[src/rtl/ledwalk_sched.sv]
// Command-driven LED walker: accepts sweep commands, steps a single lit LED 0..N-1..1
// at a programmable period, and reports completion with a one-cycle done pulse.
module ledwalk_sched #(
  parameter int unsigned NLEDS       = 8,
  parameter int unsigned STEP_CLOCKS = 6_250_000,
  parameter int unsigned SWEEP_W     = 4
) (
  input  logic               i_clk,
  input  logic               i_reset_n,
  input  logic               i_cmd_valid,
  output logic               o_cmd_ready,
  input  logic [SWEEP_W-1:0] i_cmd_sweeps,
  input  logic [1:0]         i_cmd_rate,
  input  logic               i_abort,
  output logic [NLEDS-1:0]   o_led,
  output logic               o_busy,
  output logic               o_done
);

  localparam int unsigned LastIdx = 2 * NLEDS - 3;
  localparam int unsigned IdxW    = (LastIdx > 0) ? $clog2(LastIdx + 1) : 1;
  localparam int unsigned TimerW  = $clog2(STEP_CLOCKS + 1);

  typedef enum logic [0:0] {StIdle, StRun} state_e;

  state_e              state_q, state_d;
  logic [TimerW-1:0]   timer_q, timer_d;
  logic [TimerW-1:0]   period_q, period_d;
  logic [IdxW-1:0]     idx_q, idx_d;
  logic [SWEEP_W-1:0]  sweeps_q, sweeps_d;
  logic [SWEEP_W-1:0]  sweep_cnt_q, sweep_cnt_d;
  logic [NLEDS-1:0]    led_q, led_d;
  logic                done_q, done_d;

  logic                cmd_ready;
  logic [TimerW-1:0]   period_shift;
  logic [TimerW-1:0]   period_new;
  logic [SWEEP_W-1:0]  sweep_inc;
  logic [IdxW-1:0]     idx_inc;

  // Indices past the far end fold back toward LED 1 for the return leg.
  function automatic logic [NLEDS-1:0] led_map(input logic [IdxW-1:0] idx);
    int unsigned pos;
    if (32'(idx) <= NLEDS - 1) begin
      pos = 32'(idx);
    end else begin
      pos = 2 * NLEDS - 2 - 32'(idx);
    end
    return NLEDS'(1) << pos;
  endfunction

  assign cmd_ready    = (state_q == StIdle) && !i_abort && i_reset_n;
  assign o_cmd_ready  = cmd_ready;
  assign o_led        = led_q;
  assign o_busy       = (state_q == StRun);
  assign o_done       = done_q;

  always_comb begin
    period_shift = TimerW'(STEP_CLOCKS) >> i_cmd_rate;
    period_new   = (period_shift == '0) ? TimerW'(1) : period_shift;
  end

  always_comb begin
    state_d     = state_q;
    timer_d     = timer_q;
    period_d    = period_q;
    idx_d       = idx_q;
    sweeps_d    = sweeps_q;
    sweep_cnt_d = sweep_cnt_q;
    led_d       = led_q;
    done_d      = 1'b0;
    sweep_inc   = sweep_cnt_q + SWEEP_W'(1);
    idx_inc     = idx_q + IdxW'(1);

    unique case (state_q)
      StIdle: begin
        if (i_cmd_valid && cmd_ready) begin
          state_d     = StRun;
          sweeps_d    = i_cmd_sweeps;
          period_d    = period_new;
          timer_d     = '0;
          idx_d       = '0;
          sweep_cnt_d = '0;
          led_d       = led_map('0);
        end
      end
      StRun: begin
        // Abort outranks a completion landing on the same edge.
        if (i_abort) begin
          state_d = StIdle;
          led_d   = '0;
          timer_d = '0;
          idx_d   = '0;
        end else if (timer_q == period_q - TimerW'(1)) begin
          timer_d = '0;
          if (idx_q == IdxW'(LastIdx)) begin
            idx_d       = '0;
            sweep_cnt_d = sweep_inc;
            led_d       = led_map('0);
            if ((sweeps_q != '0) && (sweep_inc == sweeps_q)) begin
              state_d = StIdle;
              led_d   = '0;
              done_d  = 1'b1;
            end
          end else begin
            idx_d = idx_inc;
            led_d = led_map(idx_inc);
          end
        end else begin
          timer_d = timer_q + TimerW'(1);
        end
      end
      default: begin
        state_d = StIdle;
        led_d   = '0;
      end
    endcase
  end

  always_ff @(posedge i_clk) begin
    if (!i_reset_n) begin
      state_q     <= StIdle;
      timer_q     <= '0;
      period_q    <= TimerW'(1);
      idx_q       <= '0;
      sweeps_q    <= '0;
      sweep_cnt_q <= '0;
      led_q       <= '0;
      done_q      <= 1'b0;
    end else begin
      state_q     <= state_d;
      timer_q     <= timer_d;
      period_q    <= period_d;
      idx_q       <= idx_d;
      sweeps_q    <= sweeps_d;
      sweep_cnt_q <= sweep_cnt_d;
      led_q       <= led_d;
      done_q      <= done_d;
    end
  end

  a_run_onehot: assert property (@(posedge i_clk) disable iff (!i_reset_n)
    (state_q == StRun) |-> $onehot(led_q));
  a_idle_dark: assert property (@(posedge i_clk) disable iff (!i_reset_n)
    (state_q == StIdle) |-> (led_q == '0));
  a_timer_bound: assert property (@(posedge i_clk) disable iff (!i_reset_n)
    (state_q == StRun) |-> (timer_q < period_q));
  a_idx_bound: assert property (@(posedge i_clk) disable iff (!i_reset_n)
    32'(idx_q) <= LastIdx);
  a_done_idle: assert property (@(posedge i_clk) disable iff (!i_reset_n)
    !(done_q && (state_q == StRun)));

endmodule

[config.mk]
export PLATFORM = sky130hd
export DESIGN_NAME = ledwalk_sched
export DESIGN_NICKNAME = d
export VERILOG_FILES = /design/src/rtl/ledwalk_sched.sv
export SDC_FILE = /design/constraint.sdc
export NUM_CORES = 1
export LEC_CHECK = 0
export ABC_AREA = 1
export CAP_MARGIN = 20
export CORE_MARGIN = 8
export CORE_UTILIZATION = 39
export DETAILED_ROUTE_END_ITERATION = 7
export HOLD_SLACK_MARGIN = 0.15
export PLACE_DENSITY = 0.62
export SLEW_MARGIN = 30
export SYNTH_ARGS = -nofsm -noshare
export SYNTH_HDL_FRONTEND = slang
export SYNTH_SLANG_ARGS = --single-unit
[constraint.sdc]
create_clock -name i_clk -period 2.9 [get_ports i_clk]
set_input_delay 0.87 -clock i_clk [delete_from_list [all_inputs] [get_ports i_clk]]
set_output_delay 0.87 -clock i_clk [all_outputs]
set_load 0.02 [all_outputs]
==> summary.md <==
| Metric | Value |
|---|---|
| Outcome | `completed` |
| Leading cell type in the layout, fill and taps excluded | `nand2_1` |
| P&R area growth vs syn | `15.5%` |
| Dpl ws | `-0.174 ns` |
| Power Dens Cells | `442 mW/mm²` |
| Synth unique cells | `39` |
| Switch share | `27.8%` |
| Reg2Reg Setup Slack | `0.34 ns` |
| Seq/Total Area, Yosys | `31.4%` |
| Hold Fails Final Rpt | `0` |
| CP startpoint | `i_abort` |
| Peak Freq | `0.359 GHz` |
| RSZ-0062 raised after global routing | `no` |
| CTS Buf Count | `9` |
| Via count | `roughly 3400` |
| Largest family of logic cells by synthesized area | `simple AND/OR/NAND/NOR gates` |
| First-pass GRT wire length | `15000 µm` |
| IO Pins | `21` |
| Clock Path Buffers | `2` |
| CP endpoint | `o_cmd_ready` |
| Die area | `0.0129 mm²` |
| GRT Overall Usage | `approximately 14%` |
| Slew Limit Headroom | `67.7%` |
| Core region area | `roughly 0.0092 mm²` |
| CTS Hold Bufs | `0` |
| Multi-input logic area | `0.00219 mm²` |
| Layout Cells excl Fill | `between 700 and 800` |
| Final net count | `591` |
| Dpl cells | `691` |
| Die Height | `113 µm` |
| # setup viols final | `0` |
| Finished Cell Area | `0.00427 mm²` |
| Post-Synth Adder-Cell Area | `2.71%` |
| Grt ovf | `0` |
| Syn Std Cell Area | `between 0.003 and 0.004 mm²` |
| Mapped Avg Cell Area | `6.81 µm²` |
| Worst path max stage delay | `roughly 0.47 ns` |
| Reg2reg path depth | `17` |
| DRC violations left | `0` |
| 1st-pass router iterations | `4` |
| Share of layout cells above drive strength 1 | `12.1%` |
| Xor/xnor share of the synthesized area | `between 10% and 20%` |
| Post-DRT Antenna Nets | `0` |
| CP required | `2.03 ns` |
| Drt first-iter violations | `150` |
| Post-Syn Nets | `between 500 and 600` |
| Leak | `approximately 1.8 nW` |
| Yosys Warn Count | `0` |
| Worst skew pair latency | `0.34 ns` |
| Crit path depth | `3` |
| Worst hold path type | `reg2reg` |
| Largest net degree at the start of global routing | `25` |
| Site Rows | `35` |
| Post-Route Skew | `approximately 0.0081 ns` |
| Period utilisation layout | `96.0%` |
| CP cell instances | `clkdlybuf4s50_1 -> nor3_4 -> dlygate4sd2_1` |
| CP Launch Type | `primary input` |
| Reg clk slew, reported paths | `0.06 ns` |
| Root Buffer | `clkbuf_8` |
| CTS sink count | `58` |
| Maxcap violations | `0` |
| GPL Wtd Cong | `0.931` |
| Post-synthesis cell count | `roughly 540` |
| CP max FO | `2` |
| Synth Register Bits | `58` |
| Number of diodes | `0` |
| WL final | `8650 µm` |
| Pint | `1.36 mW` |
| Comb pwr share | `roughly 15%` |
| Setup Crit Path Kind | `in2out` |
| Placed standard-cell area | `0.00407 mm²` |
| Slew Limit Fails | `0` |
| Peak VDD IR | `0.274 mV` |
| WP data arrival | `1.91 ns` |
| CP Buf/Inv Count | `2` |
| Port Buffers | `20` |
| Reg2Reg Launch Point | `period_q[0]$_SDFFE_PN1P_` |
| Synth Area in Compound Gates | `about 7.8%` |
| Synth Area in Simple Gates | `38.7%` |
| Vias in the first global route | `3350` |
| Critical path endpoint category | `output pin` |
| H-tree depth | `3` |
| Initial antenna violation count | `0` |
| Asr flop ratio synth | `0%` |
| Storage element area | `0.00116 mm²` |
| R2r endpoint | `idx_q[3]$_SDFFE_PN0P_` |
| DIE WIDTH | `113 µm` |
| Post-DP HPWL | `6700 µm` |
| Initial Util | `40.0%` |
| Post-synthesis mux area share | `0%` |
| Final setup margin | `roughly 0.12 ns` |
| Via density | `4.77` |
| Tot Pwr | `1.89 mW` |
| CP top delay family | `buffers and inverters` |
| Clock power share | `40.6%` |
| Routed length per instance | `12.2 µm` |
| Filler instances | `~940` |
| Reg power frac | `44.5%` |
| Fin crit period | `roughly 2.8 ns` |
| Worst-Margin Slew | `0.484 ns` |
| Slowest-stage cell, CP | `clkdlybuf4s50_1` |
| CTS tree | `yes` |
| Commonest cells after routing, fill and taps aside | `nand2_1 (128), nor2_1 (83), inv_1 (64)` |
| Switching power total | `525 µW` |
| Synth Flop Type | `dfxtp_1` |
| EDFF count, synth | `0` |
[stage by stage]
stage          setup TNS, ns  util, %  hold WS, ns
2_1_floorplan              0        -        0.454
3_3_place_gp          -0.136     44.0        0.459
3_5_place_dp          -0.174     44.0        0.460
4_1_cts                    0     46.2        0.475
5_1_grt                    0     46.2        0.496
6_report                   0     46.2        0.471
[power groups by stage]
stage               Combinational [mW]  Clock (mW)  Sequential [mW]
floorplan                        0.222           0            0.849
CTS                              0.282       0.791            0.839
finish                           0.281       0.766            0.839
detailed placement               0.282           0            0.857
global placement                 0.278           0            0.856
global route                     0.319       0.822            0.841
[sequential cells by signal, summed over array words and instances, names as in the netlist]
register	count
timer_q	23
o_led	8
idx_q	4
o_busy	1
sweeps_q	4
period_q	13
o_done	1
sweep_cnt_q	4
[synth_stat cells (4+ instances only)]
library cell | n | area, µm²
nor2_1 | 83 | 312
clkbuf_1 | 4 | 15.0
nand3b_1 | 4 | 30.0
nand2_1 | 128 | 480
xor2_1 | 30 | 263
nand4_1 | 9 | 56.3
inv_1 | 64 | 240
nand3_1 | 38 | 190
inv_2 | 4 | 15.0
nor2_2 | 6 | 37.5
xnor2_1 | 11 | 96.3
o21ai_0 | 12 | 60.1
nor2_4 | 5 | 56.3
dfxtp_1 | 58 | 1160
ha_1 | 8 | 100
nand2_2 | 9 | 56.3
a21oi_1 | 21 | 105
nor3_1 | 9 | 45.0
[cell type report]
| cell class | count | share of cell area [%] |
|---|---|---|
| sequential | 58 | 27.2 |
| multi-input combinational | 403 | 51.4 |
| clock buffer | 12 | 3.63 |
| timing repair buffer | 31 | 6.59 |
| tap | 129 | 3.78 |
| clock inverter | 4 | 1.17 |
| inverter | 70 | 6.21 |
[per-layer routing]
layer	routed length [µm]	vias to the layer above	global-route usage, %	share of wire, %
met4	226	0	6.04	2.6
li1	-	1767	-	-
met3	262	21	4.42	3.0
met2	4340	44	25.8	50
met1	3820	1543	15.6	44
met5	0	-	0	0
[cell families after synthesis]
group                      after synthesis
and+or+nand+nor                        305
buffers and inverters                   82
DFF                                     58
AOI/OAI and AO/OA                       48
xor gates and xnor gates                42
adders and majority gates                8
[worst register-to-register path, delay by kind of cell (launching register included)]
kind / cells / cell delay (ns)
AND/OR/NAND/NOR: 11 / 1.37
flip-flops: 1 / 0.32
adder cells (fa/ha/maj): 1 / 0.27
buffers and inverters: 3 / 0.25
XOR/XNOR: 1 / 0.14
AO/OA/AOI/OAI: 1 / 0.08
[repair_timing]
action | 4_1_cts | 5_1_grt
endpoints found under the hold margin | 0 | 0
gates resized for setup | 1 | 0
endpoints found under the setup margin | 1 | 0
setup buffers | 0 | 0
[worst min-delay path by stage]
stage	from	endpoint	slack [ns]	depth (start not counted)
6_report	o_led[7]$_SDFFE_PN0P_	o_led[7]$_SDFFE_PN0P_	0.47	2
5_1_grt	o_led[7]$_SDFFE_PN0P_	o_led[7]$_SDFFE_PN0P_	0.50	2
4_1_cts	o_led[7]$_SDFFE_PN0P_	o_led[7]$_SDFFE_PN0P_	0.47	2
3_5_place_dp	o_led[7]$_SDFFE_PN0P_	o_led[7]$_SDFFE_PN0P_	0.46	2
3_3_place_gp	o_led[1]$_SDFFE_PN0P_	o_led[1]$_SDFFE_PN0P_	0.46	2
2_1_floorplan	sweeps_q[0]$_SDFFE_PN0P_	sweeps_q[0]$_SDFFE_PN0P_	0.45	2
Power figures use the tool's default switching activity.
==> edit (same settings) <==
Register the output `o_led` once more, cleared by the reset; this adds one clock of latency there. The other outputs are not delayed to match.
--- a/src/rtl/ledwalk_sched.sv
+++ b/src/rtl/ledwalk_sched.sv
@@ -52,5 +52,11 @@
   assign cmd_ready    = (state_q == StIdle) && !i_abort && i_reset_n;
   assign o_cmd_ready  = cmd_ready;
-  assign o_led        = led_q;
+  always_ff @(posedge i_clk) begin
+    if (!i_reset_n) begin
+      o_led <= '0;
+    end else begin
+      o_led <= led_q;
+    end
+  end
   assign o_busy       = (state_q == StRun);
   assign o_done       = done_q;
Function: changed (Yosys sat finds a counterexample within 4 cycles, from zero or initial values and one cycle with i_reset_n low).
==> edit against the original RTL <==
Routed wire length rose by 6.7%. Via count increased by 5.0%. Worst setup slack gained 32 ps. Core utilization down 0.26 points. Critical endpoint unchanged. Area after synthesis grew 5.7%. Cell area grew 5.2%. Sequential cell count is 8 higher. Power grew 2.7%.
==> edit: results (changes against the original RTL) <==
- The count of fill cells added during filler insertion is 1009 (+7.1%).
- The global routing met2 resource utilization is 24.5% (-1.2 points).
- The final HPWL from detailed placement is 7110 microns (+6.1%).
- The fraction of synthesized cell area in xor and xnor cells is 7.84% (-2.3 points).
- The clock skew after layout is 12.9 ps (+4.85 ps).
- The worst register-to-register path begins at period_q[6].
- The instance count of the mapped netlist is 561 (+3.3%).
- The power drawn by the sequential cells is 944 uW (+13%).
- After synthesis, the cell types taking the most area are sky130_fd_sc_hd__dfxtp_1, sky130_fd_sc_hd__nand2_1, sky130_fd_sc_hd__inv_1, sky130_fd_sc_hd__xor2_1, sky130_fd_sc_hd__nand3_1.
- The complex-gate fraction of the synthesized area is 7.71% (-0.069 points).
- The cell internal power dissipation is 1.40 mW (+2.9%).
- The largest net degree at the start of global routing was 31 (+24%).
- The total nets after synthesis is 579 (+3.2%).
- The flow ran to the end, and the final reports show no timing, DRC or antenna violations.
- The count of different cell masters after synthesis is 43 (+10%).
- The stage delay of the slowest cell on the critical path is 420 ps (-50 ps).
- The data arrival time of the critical path is 1880 ps (-30 ps).
- The global routing met3 resource utilization is 2.84% (-1.6 points).
- The fraction of layout cells with a size suffix above 1 was 13.6% (+1.5 points).
- The area of all placed cells without fillers came to 0.00449 sq mm (+5.2%).
- The leakage power summed over all cells was 1.91 nW (+6.1%).
- The sum of met2 wire segment lengths after detailed routing came to 4280 microns (-1.4%).
- The fraction of power consumed by sequential logic is 48.7% (+4.2 points).
- The source of the worst hold timing path is led_q[3].
- The wire length of the first global-routing pass was 15600 microns (+3.6%).
- The total instance count after detailed placement is 719 (+4.1%).
- The initial DRC count was 175 (+17%).
- The relative slew slack is 63.3% (-4.4 points).
- The total routed wirelength came to 9230 microns (+6.7%).
- The met3 wirelength from detailed routing was 462 microns (+76%).
- The all-layer global routing usage was 14.6% (+0.10 points).
- The adder-cell area share of the yosys netlist is 2.56% (-0.15 points).
- The via count normalized by instance count is 4.82 (+1.0%).
- The setup slack after placement is -141 ps (+33.1 ps).
- The met1 demand-to-capacity share in global routing was 17.4% (+1.9 points).
- By count the netlist is led by sky130_fd_sc_hd__nand2_1, sky130_fd_sc_hd__inv_1, sky130_fd_sc_hd__dfxtp_1, sky130_fd_sc_hd__nor2_1, sky130_fd_sc_hd__nand3_1.
- The peak supply drop is 0.247 mV (-9.9%).
- The number of iterations in the first detailed-routing pass was 5 (+1).
- The global placement routability congestion is 0.872 (-6.4%).
edit: worst paths after layout:
kind / to / slack (ps) / cells after the start
setup / recovery: o_cmd_ready / 150 / 5
hold / removal: o_led[3] / 420 / 2
setup reg to reg: timer_q[8] / 280 / 15
hold reg to reg: o_led[3] / 420 / 2
edit: cell families (layout without fill, tap and decap cells):
logic type	after synthesis	in the layout
and+or+nand+nor	320	320
adders and majority gates	8	8
DFF	66	66
AOI/OAI and AO/OA	50	50
xor gates and xnor gates	35	35
buffers and inverters	82	123
edit: area by class of cell:
| cell class | instances | share of cell area, % |
|---|---|---|
| Timing Repair Buffer | 35 | 6.94 |
| Inverter | 72 | 6.10 |
| Sequential cell | 66 | 29.4 |
| Clock inverter | 2 | 0.223 |
| Multi-Input combinational cell | 413 | 49.8 |
| Tap cell | 133 | 3.71 |
| Clock buffer | 14 | 3.85 |
edit: repair_timing:
item	4_1_cts	5_1_grt
resized for setup	1	0
endpoints found under the setup margin	1	0
setup buffers	0	0
